==> src/rtl/tdm_demultiplexer.sv <==
// Receive side of a 4-slot TDM link: aligns on the slot-0 sync marker, stages
// slots 0..2, and publishes a complete four-word frame with a one-cycle strobe.
module tdm_demultiplexer #(
    parameter int WIDTH = 1
) (
    input  logic             clk,
    input  logic             reset,
    input  logic             in_valid,
    input  logic [WIDTH-1:0] in_data,
    input  logic             in_sync,
    output logic [WIDTH-1:0] out0,
    output logic [WIDTH-1:0] out1,
    output logic [WIDTH-1:0] out2,
    output logic [WIDTH-1:0] out3,
    output logic             frame_valid,
    output logic             addr0,
    output logic             addr1,
    output logic             locked,
    output logic             sync_err
);

    typedef enum logic {
        HUNT,
        LOCKED
    } state_t;

    state_t           state;
    state_t           state_next;
    logic [1:0]       slot;
    logic [1:0]       slot_next;
    logic             store_en;
    logic [1:0]       store_slot;
    logic             complete;
    logic             misalign;
    logic [WIDTH-1:0] stage0;
    logic [WIDTH-1:0] stage1;
    logic [WIDTH-1:0] stage2;

    always_ff @(posedge clk or posedge reset) begin
        if (reset) begin
            state <= HUNT;
            slot  <= 2'd0;
        end else begin
            state <= state_next;
            slot  <= slot_next;
        end
    end

    always_comb begin
        state_next = state;
        slot_next  = slot;
        store_en   = 1'b0;
        store_slot = 2'd0;
        complete   = 1'b0;
        misalign   = 1'b0;
        if (in_valid) begin
            unique case (state)
                HUNT: begin
                    if (in_sync) begin
                        state_next = LOCKED;
                        slot_next  = 2'd1;
                        store_en   = 1'b1;
                        store_slot = 2'd0;
                    end
                end
                LOCKED: begin
                    // A sync anywhere but slot 0 drops the partial frame and realigns.
                    if (in_sync && slot != 2'd0) begin
                        misalign   = 1'b1;
                        slot_next  = 2'd1;
                        store_en   = 1'b1;
                        store_slot = 2'd0;
                    end else if (slot == 2'd3) begin
                        complete  = 1'b1;
                        slot_next = 2'd0;
                    end else begin
                        store_en   = 1'b1;
                        store_slot = slot;
                        slot_next  = slot + 2'd1;
                    end
                end
                default: state_next = HUNT;
            endcase
        end
    end

    always_ff @(posedge clk or posedge reset) begin
        if (reset) begin
            stage0 <= '0;
            stage1 <= '0;
            stage2 <= '0;
        end else if (store_en) begin
            unique case (store_slot)
                2'd0:    stage0 <= in_data;
                2'd1:    stage1 <= in_data;
                default: stage2 <= in_data;
            endcase
        end
    end

    always_ff @(posedge clk or posedge reset) begin
        if (reset) begin
            out0        <= '0;
            out1        <= '0;
            out2        <= '0;
            out3        <= '0;
            frame_valid <= 1'b0;
            sync_err    <= 1'b0;
        end else begin
            frame_valid <= complete;
            sync_err    <= misalign;
            if (complete) begin
                out0 <= stage0;
                out1 <= stage1;
                out2 <= stage2;
                out3 <= in_data;
            end
        end
    end

    assign addr0  = slot[0];
    assign addr1  = slot[1];
    assign locked = (state == LOCKED);

endmodule

==> config.mk <==
export PLATFORM = sky130hd
export DESIGN_NAME = tdm_demultiplexer
export DESIGN_NICKNAME = d
export VERILOG_FILES = /design/src/rtl/tdm_demultiplexer.sv
export SDC_FILE = /design/constraint.sdc
export NUM_CORES = 1
export LEC_CHECK = 0
export ABC_AREA = 1
export CORE_AREA = 2 2 39 41
export DETAILED_ROUTE_END_ITERATION = 10
export DIE_AREA = 0 0 41 43
export DONT_BUFFER_PORTS = 1
export PLACE_DENSITY = 0.68
export SKIP_LAST_GASP = 1
export SYNTH_ARGS = -nofsm -noshare
export SYNTH_HDL_FRONTEND = slang
export SYNTH_SLANG_ARGS = --single-unit
export TNS_END_PERCENT = 10
==> constraint.sdc <==
create_clock -name clk -period 3.8 [get_ports clk]
set_clock_uncertainty 0.2 [all_clocks]
set_input_delay 0.76 -clock clk [delete_from_list [all_inputs] [get_ports clk]]
set_output_delay 0.76 -clock clk [all_outputs]
set_load 0.05 [all_outputs]
* Word level (Yosys, flattened, before mapping)
Index checks and enable logic that the tools add are counted.
Word-level totals: output and inout bits 9, register bits after elaboration 12, logic and storage cells 46
Operators by class: equal/unequal tests 3, bitwise logic cells 2, add/sub/neg operators 1, multiplexer cells 21, reduce and logical (&&, ||, !) cells 8
Operator list (number):
- 1-bit 2-to-1 mux | 12
- 2-bit 2-to-1 mux | 6
- 2-bit case mux with 2 select lines | 2
- 2-bit AND reduction | 4
- 2-bit by 1-bit adder with 2-bit output (second input constant) | 1
- 2-bit by 1-bit equality test with 1-bit output (second input constant) | 1
- 2-bit equality test (second input constant) | 1
- 2-bit zero test | 1
- 2-bit inequality test (second input constant) | 1
- 1-bit NOT | 2
- 1-bit case mux with 2 select lines | 1
- 2-bit nonzero test | 1
- 2-bit OR reduction | 1
- 1-bit logical AND | 1

* Depth between registers and ports, before layout
word-level depth 9, mapped depth 10, depth with buffers taken out 10

* Worst setup path before layout
No wires, ideal clock.
kind register to register, from reg slot[0], to reg stage0, stages on the path, launching flop included 11, clock period less this slack 1.869 ns, setup slack 1.931 ns, arrival 1.552 ns, data required time 3.484 ns, cells stage by stage dfrtp_1 -> inv_1 -> ha_1 -> inv_1 -> nand2_1 -> nand2_1 -> nand2_2 -> inv_2 -> nand2_1 -> nand2_1 -> nand2_1
Between the ends: word-level cells in the longest chain between the ends 7
Ends and longest elaborated chain:
- from (decl) | line 29 | logic [1:0] slot;
- from (signal assigned) | line 45 | slot <= slot_next;
- 2-bit equality test / 2-bit nonzero test (equally long branches) | line 73, 68
- 2-bit 2-to-1 mux / 1-bit logical AND (equally long branches) | line 73, 68
- 2-bit 2-to-1 mux | line 68 | if (in_sync && slot != 2'd0) begin
- 2-bit case mux with 2 select lines | line 57 | unique case (state)
- 2-bit 2-to-1 mux | line 56 | if (in_valid) begin
- 2-bit zero test | line 93 | unique case (store_slot)
- 2-bit AND reduction (no line) *
- to (signal assigned) | line 94 | 2'd0: stage0 <= in_data;
- to (decl) | line 35 | logic [WIDTH-1:0] stage0;
Mark *: on every way between the ends. The rest lies on a longest branch, timed or not. A chain may end at the register's enable or synchronous reset.

* Worst setup path in the final report
Ends and elaborated chain as after synthesis.

==> impl_metrics.py <==
metrics = {
    "global_routing": {
        "grt_max_degree": 13,
        "grt_util_met1_pct": 19.5,
        "grt_pass1_wl_um": 1660,
        "grt_use_total_pct": 14.1,
        "gr-max-usage-layer": "met1",
        "grtUsageMet2_pct": 19.1,
        "met3_usage_pct": 5.24,
        "overflow": 0,
        "grt_pass1_vias": 413,
        "antenna_found_initial": 0,
    },
    "synth": {
        "yosysSeqAreaShare_pct": 51.2,
        "synth-seq-cells": 12,
        "synth_edf_count": 0,
        "synth.avg_cell_area_um2": 8.76,
        "synth-main-ff-cell": "dfrtp_1",
        "synthArstFlopShare_pct": 100,
        "synth_area_leader_cell": "dfrtp_1",
        "netlist_instances": 67,
        "synth_area_um2": 587,
        "yosys.cell_types.count": 17,
        "yosysWarningCount": 0,
        "synth_nets": 76,
        "yosysTopAreaCellShare_pct": 51.2,
        "synth_area_leaders": "dfrtp_1, nand2_1, ha_1, inv_1, nand4_1",
    },
    "layout": {
        "fillCellCount": 138,
        "drive_gt1_share_pct": 14.1,
        "antenna_cells": 0,
        "fin_nets": 81,
        "final_cell_area_um2": 643,
        "final_cells": 87,
        "utilization_pct": 46.5,
        "area_growth_pct": 9.59,
    },
    "die": {
        "die_h_um": 43,
        "coreArea_um2": 1380,
        "start_util_pct": 42.4,
        "ios": 14,
        "rows": 14,
        "chipWidth_um": 41,
        "die_area_um2": 1760,
    },
    "sta": {
        "period_minus_slack_ns": 2.03,
        "period_share_pct": 53.3,
        "max_freq_mhz": 494,
        "slew_violations": 0,
        "finalWorstSetupSlack_ns": 1.77,
        "fin_setup_tns_ns": 0,
        "rsz0062_at_grt": "false",
        "slew_headroom_pct": 59.1,
        "tightest_slew_ns": 0.614,
        "hold_violations": 0,
        "finalSetupViolCount": 0,
    },
    "drt": {
        "remaining_drc_errors": 0,
        "avgViaCountPerCell": 4.86,
        "num_vias": 423,
        "wl_per_cell_um": 11.8,
        "routed_wl_um": 1030,
        "ant_nets": 0,
        "initialDrtViolationCount": 5,
        "drt_first_pass_iters": 4,
    },
    "run": {
        "cap_violations": 0,
    },
    "pwr": {
        "leakage_nw": 0.353,
        "p_sw_share_pct": 48.7,
        "intPower_uw": 279,
        "seqPwrFrac_pct": 57.7,
        "max-vdd-ir-drop_v": 0.000332,
        "cellPowerDensity_nw_per_um2": 845,
        "combPwrFrac_pct": 23.3,
        "p_clk_share_pct": 19.0,
        "p_sw_uw": 265,
    },
    "worst_hold_path": {
        "hold_path_class": "in -> async",
    },
    "setup_path": {
        "path_class": "reg -> reg",
        "required_ns": 3.77,
        "start_kind": "flop",
        "worstPathArrival_ns": 2.00,
        "cp_max_fo": 6,
        "worst_setup_path_end_kind": "flop",
    },
    "placement": {
        "portBuffers": 0,
        "gp_congestion": 0.775,
        "dp.cells": 83,
        "pre_cts_ws_ns": 1.79,
        "place_hpwl_um": 727,
        "dpl_cell_area_um2": 607,
    },
    "clock_network": {
        "cts_made_buffers": 3,
        "postCtsSetupRepairBufs": 0,
        "cts_resized": 0,
        "cts_tree": "built",
        "cts-root-buf": "clkbuf_4",
        "hold_buffers": 0,
        "numClockSinks": 12,
        "clk_pin_slew_ns": 0.08,
        "htreeDepth": 1,
        "clockBufferDepth": 2,
        "clock_latency_ns": 0.28,
    },
    "status": {
        "status": "complete, no violations",
    },
}
per-layer routing:
layer	share of wire [%]	up-vias	wire, µm
li1	-	214	-
met1	50	191	510
met2	42	16	429
met5	0	-	0
met3	7.1	2	73
met4	1.2	0	12
cell usage after synthesis, types with 2 or more instances:
master and n:
nor2_1 3, inv_1 8, nand2_2 2, dfrtp_1 12
nand4_1 3, ha_1 4, nand2_1 23, o21ai_1 3
power by group through the flow:
stage | logic (mW) | registers [mW] | clock network, mW
detailed placement | 0.128 | 0.317 | 0
global route | 0.152 | 0.323 | 0.109
CTS | 0.130 | 0.315 | 0.103
global placement | 0.122 | 0.314 | 0
floorplan | 0.107 | 0.307 | 0
finish | 0.127 | 0.313 | 0.103
cell usage in the layout, fill, tap and decap left out, drive strengths merged:
cell type / netlist / routed
nand2: 26 / 26
dfrtp: 12 / 12
inv: 9 / 9
ha: 4 / 4
o21ai: 4 / 4
clkbuf: 0 / 4
nand4: 3 / 3
nor2: 3 / 3
a21oi: 2 / 2
clkinv: 2 / 2
o21bai: 1 / 1
nand3: 1 / 1
stage by stage:
step	power [mW]	hold WS (ns)
final	0.543	0.169
after global routing	0.584	0.217
after CTS	0.548	0.190
after detailed placement	0.445	0.277
after global placement	0.436	0.256
after floorplan	0.415	0.238
critical path: stages (launching register included):
cell and delay [ns]:
dfrtp_1 0.74, inv_1 0.14, ha_1 0.22, inv_1 0.10
nand2_1 0.11, nand2_1 0.10, nand2_2 0.08, inv_2 0.08
nand2_1 0.05, nand2_1 0.06, nand2_1 0.05
kinds of logic after synthesis:
logic type / share of synthesized area, %
and+or+nand+nor: 24.7
DFF: 51.2
buffers and inverters: 7.25
AOI/OAI and AO/OA: 8.31
adders and majority gates: 8.53
area by class of cell:
| class | instances | area (µm²) | area share [%] |
|---|---|---|---|
| Sequential cell | 12 | 300 | 46.7 |
| Multi-Input combinational cell | 44 | 244 | 37.9 |
| Inverter | 11 | 42.5 | 6.61 |
| Clock buffer | 4 | 36.3 | 5.64 |
| Tap cell | 16 | 20.0 | 3.11 |
worst paths after layout:
kind,startpoint,endpoint,slack (ns),cells past startpoint
worst max-delay path,slot[0]$_DFFE_PP0P_,stage0$_DFFE_PP0P_,1.77,10
worst min-delay path,reset,out3$_DFFE_PP0P_,0.17,1
worst max register to register,slot[0]$_DFFE_PP0P_,stage0$_DFFE_PP0P_,1.77,10
worst min register to register,stage2$_DFFE_PP0P_,out2$_DFFE_PP0P_,0.29,2
max in group asynchronous,reset,out0$_DFFE_PP0P_,2.92,1
min in group clk,stage2$_DFFE_PP0P_,out2$_DFFE_PP0P_,0.29,2
state kept, by name, indices dropped and copies added, names as in the netlist:
name / flops
out2: 1
stage1: 1
locked: 1
slot: 2
out3: 1
frame_valid: 1
stage0: 1
out1: 1
stage2: 1
out0: 1
sync_err: 1
Note: power is estimated with default switching activity, not from simulation.
